--- src/rtl/pipe_stage_reg.sv ---
// Elastic pipeline-stage register: main + skid entry under valid/ready, with a
// flush that loads per-field bubble values and a saturating backpressure counter.

module pipe_stage_field #(
  parameter int               WIDTH  = 32,
  parameter logic [WIDTH-1:0] BUBBLE = '0
) (
  input  logic             i_clk,
  input  logic             i_rst_n,
  input  logic             i_ld_main_in,
  input  logic             i_ld_main_skid,
  input  logic             i_clr_main,
  input  logic             i_ld_skid_in,
  input  logic             i_clr_skid,
  input  logic [WIDTH-1:0] i_data,
  output logic [WIDTH-1:0] o_main
);
  logic [WIDTH-1:0] r_main, r_skid;

  // An emptied slot always reverts to the bubble so no stale field leaks out.
  always_ff @(posedge i_clk or negedge i_rst_n) begin
    if (!i_rst_n) begin
      r_main <= BUBBLE;
      r_skid <= BUBBLE;
    end else begin
      if (i_clr_main)          r_main <= BUBBLE;
      else if (i_ld_main_in)   r_main <= i_data;
      else if (i_ld_main_skid) r_main <= r_skid;

      if (i_clr_skid)          r_skid <= BUBBLE;
      else if (i_ld_skid_in)   r_skid <= i_data;
    end
  end

  assign o_main = r_main;
endmodule

module pipe_stage_reg #(
  parameter int                      WIDTH     = 32,
  parameter int                      FIELDS    = 6,
  parameter logic [FIELDS*WIDTH-1:0] BUBBLE    = {32'h0, 32'h3004, 32'h3008, 32'h0, 32'h0, 32'h0},
  parameter int                      CNT_WIDTH = 16
) (
  input  logic                    i_clk,
  input  logic                    i_rst_n,
  input  logic                    i_flush,
  input  logic                    i_in_valid,
  output logic                    o_in_ready,
  input  logic [FIELDS*WIDTH-1:0] i_in_data,
  output logic                    o_out_valid,
  input  logic                    i_out_ready,
  output logic [FIELDS*WIDTH-1:0] o_out_data,
  output logic [1:0]              o_occupancy,
  output logic [CNT_WIDTH-1:0]    o_bp_cycles
);
  logic                          r_main_vld, r_skid_vld;
  logic [CNT_WIDTH-1:0]          r_bp;
  logic                          w_accept, w_pop;
  logic                          w_ld_main_in, w_ld_main_skid, w_clr_main, w_ld_skid_in, w_clr_skid;
  logic [FIELDS-1:0][WIDTH-1:0]  w_in, w_main;

  assign w_accept = i_in_valid & ~r_skid_vld;
  assign w_pop    = r_main_vld & i_out_ready;

  always_comb begin
    w_ld_main_in   = 1'b0;
    w_ld_main_skid = 1'b0;
    w_clr_main     = 1'b0;
    w_ld_skid_in   = 1'b0;
    w_clr_skid     = 1'b0;
    if (i_flush) begin
      w_clr_main = 1'b1;
      w_clr_skid = 1'b1;
    end else if (!r_main_vld) begin
      w_ld_main_in = w_accept;
    end else if (w_pop && !r_skid_vld) begin
      w_ld_main_in = w_accept;
      w_clr_main   = ~w_accept;
    end else if (w_pop) begin
      w_ld_main_skid = 1'b1;
      w_clr_skid     = 1'b1;
    end else begin
      w_ld_skid_in = w_accept;
    end
  end

  always_ff @(posedge i_clk or negedge i_rst_n) begin
    if (!i_rst_n) begin
      r_main_vld <= 1'b0;
      r_skid_vld <= 1'b0;
      r_bp       <= '0;
    end else begin
      r_main_vld <= w_ld_main_in | w_ld_main_skid | (r_main_vld & ~w_clr_main);
      r_skid_vld <= w_ld_skid_in | (r_skid_vld & ~w_clr_skid);
      if (r_main_vld && !i_out_ready && r_bp != '1)
        r_bp <= r_bp + CNT_WIDTH'(1);
    end
  end

  assign w_in = i_in_data;

  for (genvar g = 0; g < FIELDS; g++) begin : g_field
    pipe_stage_field #(
      .WIDTH  (WIDTH),
      .BUBBLE (BUBBLE[g*WIDTH +: WIDTH])
    ) u_field (
      .i_clk          (i_clk),
      .i_rst_n        (i_rst_n),
      .i_ld_main_in   (w_ld_main_in),
      .i_ld_main_skid (w_ld_main_skid),
      .i_clr_main     (w_clr_main),
      .i_ld_skid_in   (w_ld_skid_in),
      .i_clr_skid     (w_clr_skid),
      .i_data         (w_in[g]),
      .o_main         (w_main[g])
    );
  end

  assign o_in_ready  = ~r_skid_vld;
  assign o_out_valid = r_main_vld;
  assign o_out_data  = w_main;
  assign o_occupancy = {1'b0, r_main_vld} + {1'b0, r_skid_vld};
  assign o_bp_cycles = r_bp;
endmodule

--- config.mk ---
export PLATFORM = sky130hd
export DESIGN_NAME = pipe_stage_reg
export DESIGN_NICKNAME = d
export VERILOG_FILES = /design/src/rtl/pipe_stage_reg.sv
export SDC_FILE = /design/constraint.sdc
export NUM_CORES = 1
export LEC_CHECK = 0
export ABC_AREA = 1
export BUFFER_PORTS_ARGS = -buffer_cell sky130_fd_sc_hd__buf_2
export CORE_ASPECT_RATIO = 0.6
export CORE_MARGIN = 3
export CORE_UTILIZATION = 54
export CTS_CLUSTER_SIZE = 30
export DETAILED_ROUTE_END_ITERATION = 6
export PLACE_DENSITY = 0.8
export SLEW_MARGIN = 20
export SYNTH_ARGS = -nofsm -noshare
export SYNTH_HDL_FRONTEND = slang
export SYNTH_SLANG_ARGS = --single-unit
export TNS_END_PERCENT = 1
--- constraint.sdc ---
create_clock -name i_clk -period 2.2 [get_ports i_clk]
set_clock_uncertainty 0.1 [all_clocks]
set_input_delay 0.33 -clock i_clk [delete_from_list [all_inputs] [get_ports i_clk]]
set_output_delay 0.33 -clock i_clk [all_outputs]
set_load 0.03 [all_outputs]
==> out/metrics.csv, run 1 <==
metric,value,unit
outcome,completed,
"most common cell after layout, fill and taps aside",nand2_1,
Reg2Reg Depth,6,
Num CTS Buffers,38,
"Slew Viols, Final",0,
power density over cell area,809.5,nW/um^2
crit path kind,reg2reg,
Detail Placement HPWL,32830,um
WP data arrival,2.38,ns
Yosys top cell by area,dfrtp_1,
root buf cell,clkbuf_16,
drt drc,0,
Die W,236.2,um
Core ar.,30590,um^2
Final Setup Violations,0,
share of the synthesized area in the top cell type,56.86,%
Die H,144.1,um
final worst setup slack,0.09199,ns
cell count after synthesis,2031,
r2r startpoint,o_out_valid,
Setup Slack @ Placement,0.3135,ns
Util after Layout,75.72,%
period utilization,95.82,%
DR vias/cell,5.553,
Ports,409,
Nets,2784,
# rows,49,
clk_lat worst skew,0.53,ns
Max Cap Violations,0,
total power draw,18.75,mW
Syn Nets,2230,
Post-CTS Setup Bufs,0,
post-synthesis sequential area ratio,58.70,%
drt pass-1 iters,6,
Slew @ Worst Pin,0.6401,ns
CTS max path bufs,3,
Yosys Warn Count,0,
Final ANT Viol Nets,0,
RSZ-0062 raised after global routing,false,
fillers,1933,
Required @ worst endpoint,2.48,ns
total grt overflow,0,
VDD IR max,0.0006753,V
CP endpoint kind,flip-flop,
mapped cell area,17160,um^2
area grow syn2layout,34.97,%
most frequent cells in the layout,"nand2_1 (634), buf_2 (407), dfrtp_1 (390)",
synth top area cells,"dfrtp_1 (57%), nand2_1 (14%), o21ai_0 (11%), o21ai_1 (5.8%), inv_1 (4.8%)",
Initial Util,56.10,%
Initial DRC Count,1820,
Synth cell types,21,
crit path launch,o_out_valid,
Post-Route WL,55840,um
"FF+latch count, synth",402,
htree depth,2,
number of global-route vias before repair,17010,
via count,16810,
WL/cell,18.44,um
Max Freq,0.4744,GHz
final hold vios,0,
total global-route track usage,32.29,%
FF-to-FF End,g_field[0].u_field.o_main[1],
share of layout cells above drive strength 1,20.57,%
first-pass GRT wire length,89040,um
HP Class,in2reg,
final setup TNS,0,ns
Worst setup endpoint,g_field[0].u_field.o_main[1],
initial antenna violation count,1,
CP startpoint kind,flip-flop,
leakage,11.85,nW
largest net degree at the start of global routing,145,
flop2flop setup slack,0.09,ns
port bufs,408,
routability-driven placement congestion ratio,0.8949,
Final min period,2.108,ns
critical path peak fanout,112,
DIE AREA,34030,um^2
Syn Area/Cell,8.450,um^2
Num Clock Sinks,402,
CTS tree,done,
clock transition at the registers of the reported paths,0.07,ns
Slew Limit Headroom,57.32,%
Yosys cell counts:
library cell	n
o21ai_0	384
a21boi_0	1
buf_2	102
a21oi_1	6
buf_4	3
clkbuf_1	23
inv_1	221
nand2_1	634
nor2_2	3
dfrtp_1	390
nand3_1	10
xor2_1	2
nand4_1	3
dfstp_2	12
nand3_2	2
nor2_1	24
o21ai_2	1
inv_2	4
o21ai_1	200
ha_1	2
xnor2_1	4
kinds of logic (layout without fill, tap and decap cells):
group,Yosys count,after routing,synth area share (%)
fa+ha+maj,2,2,0.1458
other cells,0,5,0
simple gates,676,676,15.02
xor+xnor,6,6,0.3062
buf+inv,353,937,8.530
compound gates,592,592,17.30
flops,402,402,58.70
metal layers:
layer  GRT usage [%]  vias up  wire [um]
met4           15.03        0       2734
met5               0        -          0
met3           6.975      232       4888
met1           41.57     7995      21790
li1                -     7539          -
met2           53.37     1047      26420
critical path: stages (launching register included):
cell and delay (ns):
dfrtp_1 0.44, nand2_1 0.19, nand3_4 0.12, buf_12 0.14, buf_12 0.33, o21ai_0 0.18, o21ai_0 0.38
sequential cells by signal, indices dropped and copies added (netlist names):
name                    cells
g_field.u_field.r_skid    192
g_field.u_field.o_main    192
o_bp_cycles                16
o_out_valid                 1
r_skid_vld                  1
metrics by stage:
step	cell area [um^2]	hold slack [ns]	cells
6_report	23160	0.1500	3028
3_3_place_gp	19770	0.2483	2760
3_5_place_dp	19770	0.2542	2760
4_1_cts	23150	0.1136	3023
2_1_floorplan	17160	-0.06559	2031
5_1_grt	23150	0.1198	3024
layout make-up:
| type | count | area [um^2] | area share [%] |
|---|---|---|---|
| timing repair buffer | 642 | 4617 | 19.93 |
| clock inverter | 20 | 336.6 | 1.453 |
| inverter | 225 | 854.6 | 3.689 |
| clock buffer | 50 | 1110 | 4.791 |
| multi-input combinational | 1276 | 5649 | 24.39 |
| tap | 408 | 510.5 | 2.204 |
| antenna | 5 | 12.51 | 0.05401 |
| sequential | 402 | 10070 | 43.49 |
timing repair:
action,CTS,global route
resized for setup,0,0
hold endpoints to repair,283,0
hold buffers,193,0
worst min path at each step:
stage                     startpoint  depth (start not counted)                            to
final                        i_flush                          4                    r_skid_vld
after global routing         i_flush                          4                    r_skid_vld
after CTS                    i_flush                          4                    r_skid_vld
after detailed placement     i_rst_n                          1  g_field[5].u_field.o_main[4]
after global placement       i_rst_n                          1  g_field[5].u_field.r_skid[4]
after floorplan              i_rst_n                          0  g_field[0].u_field.o_main[0]
report_power, final:
part,internal [mW],total (mW),leakage [nW],switching (mW)
logic,1.04,3.10,5.65,2.06
registers,7.80,8.08,5.49,0.282
clock network,4.63,7.57,0.705,2.94
total,13.5,18.8,11.9,5.28
Power figures use the tool's default switching activity.
==> run 2, diff against run 1 <==
Settings changed: CORE_ASPECT_RATIO 0.6 to 0.5, REMOVE_ABC_BUFFERS set to 1, SLEW_MARGIN 20 to unset.
==> out/metrics.csv, run 2 (synthesized netlist as in run 1, its figures left out) <==
metric,value,unit,change
area grow syn2layout,34.34,%,
Initial Util,55.73,%,-0.37 points
clock transition at the registers of the reported paths,0.07,ns,about the same
CTS max path bufs,3,,unchanged
via count,16550,,-1.5%
"most common cell after layout, fill and taps aside",nand2_1,,
Inst Count DP,2790,,+1.1%
most frequent cells in the layout,"nand2_1 (634), buf_2 (407), dfrtp_1 (390)",,
Post-CTS Setup Bufs,0,,unchanged
root buf cell,clkbuf_16,,
total grt overflow,0,,unchanged
initial antenna violation count,11,,+10
"Slowest-stage cell, CP",dfrtp_1,,
RSZ-0062 raised after global routing,false,,
clk_lat worst skew,0.52,ns,about the same
final worst setup slack,0.1374,ns,+0.04543 ns
VDD IR max,0.0006359,V,-5.8%
leakage,11.79,nW,-0.49%
WL/cell,17.62,um,-4.4%
routability-driven placement congestion ratio,0.8498,,-5.0%
largest net degree at the start of global routing,137,,-5.5%
first-pass GRT wire length,86110,um,-3.3%
CP startpoint kind,flip-flop,,
Crit path max-delay family,simple AND/OR/NAND/NOR gates,,
Num CTS Buffers,35,,-7.9%
Max Cap Violations,0,,unchanged
period utilization,93.75,%,-2.1 points
crit path launch,r_skid_vld,,
Post-Route WL,53840,um,-3.6%
Core ar.,30800,um^2,+0.67%
Required @ worst endpoint,2.51,ns,+0.03 ns
Final ANT Viol Nets,0,,unchanged
total global-route track usage,31.41,%,-0.88 points
crit path kind,reg2reg,,
htree depth,2,,unchanged
worst hold start,i_in_data[187],,
Max Freq,0.4848,GHz,+2.2%
drt drc,0,,unchanged
Final Setup Violations,0,,unchanged
r2r startpoint,r_skid_vld,,
port bufs,408,,unchanged
# rows,45,,-8.2%
DR vias/cell,5.419,,-2.4%
Slew @ Worst Pin,0.5608,ns,-0.07936 ns
Util after Layout,74.86,%,-0.85 points
critical path peak fanout,101,,-9.8%
total power draw,17.69,mW,-5.7%
Die H,132.1,um,-8.4%
WP data arrival,2.37,ns,about the same
Detail Placement HPWL,32100,um,-2.2%
Slew Limit Headroom,62.61,%,+5.3 points
final instance area,23060,um^2,-0.46%
outcome,completed,,
"slowest stage delay, CP",0.45,ns,about the same
DIE AREA,34090,um^2,+0.17%
final hold vios,0,,unchanged
Num Clock Sinks,402,,unchanged
Initial DRC Count,1626,,-11%
HP Class,in2reg,,
Final min period,2.063,ns,-0.04543 ns
Finished Layout Cells,3055,,+0.89%
power density over cell area,767.3,nW/um^2,-5.2%
"Slew Viols, Final",0,,unchanged
final setup TNS,0,ns,unchanged
Setup Slack @ Placement,0.2901,ns,-0.02338 ns
Nets,2795,,+0.40%
CTS tree,done,,
share of layout cells above drive strength 1,20.67,%,+0.098 points
number of global-route vias before repair,16730,,-1.6%
Worst Path Buf+Inv,2,,unchanged
Die W,258.1,um,+9.3%
drt pass-1 iters,6,,unchanged
Min Hold Slack,0.02546,ns,-0.1245 ns
crit-path cells,"nor2_2, nand3_4, buf_4, buf_12, nand2_1, o21ai_0, o21ai_2",,
CP endpoint kind,flip-flop,,
Ports,409,,unchanged
placed inst area,19910,um^2,+0.66%
[run 2: cell type report]
class | instances | area, um^2
diodes | 10 | 25.02
clock buffers | 54 | 1070
multi-input cells | 1276 | 5653
well taps | 423 | 529.3
fillers | 2067 | 7741
repair buffers | 656 | 4720
flip-flops and latches | 402 | 10070
inverters | 225 | 854.6
clock inverters | 9 | 131.4
[run 2: report_power, final]
part | internal [mW] | switching [mW]
Combinational | 1.05 | 2.03
Clock | 3.73 | 2.82
Sequential | 7.80 | 0.272
[run 2: repair_timing]
item	in CTS	in global routing
resized for setup	0	1
endpoints found under the setup margin	0	1
hold buffers	192	0
endpoints found under the hold margin	257	0
[run 2: final timing paths]
check | end | slack, ns | cells after the start
hold / removal | g_field[5].u_field.r_skid[27] | 0.03 | 3
max in group asynchronous | g_field[5].u_field.r_skid[24] | 0.97 | 3
min in group asynchronous | g_field[2].u_field.o_main[21] | 0.22 | 2
setup / recovery | g_field[0].u_field.o_main[17] | 0.14 | 7
hold reg to reg | g_field[3].u_field.o_main[8] | 0.39 | 2
setup reg to reg | g_field[0].u_field.o_main[17] | 0.14 | 7
[run 2: worst register-to-register path: stages (launching register included)]
cell and delay, ns:
dfrtp_1 0.45, nor2_2 0.21, nand3_4 0.12, buf_4 0.20, buf_12 0.20, nand2_1 0.22, o21ai_0 0.14, o21ai_2 0.30
[run 2: per-layer routing]
| layer | GRT usage [%] | vias up | routed length, um |
|---|---|---|---|
| li1 | - | 7567 | - |
| met1 | 37.24 | 7866 | 20230 |
| met4 | 23.19 | 2 | 4343 |
| met2 | 51.84 | 811 | 26290 |
| met5 | 0 | - | 13 |
| met3 | 5.699 | 308 | 2958 |
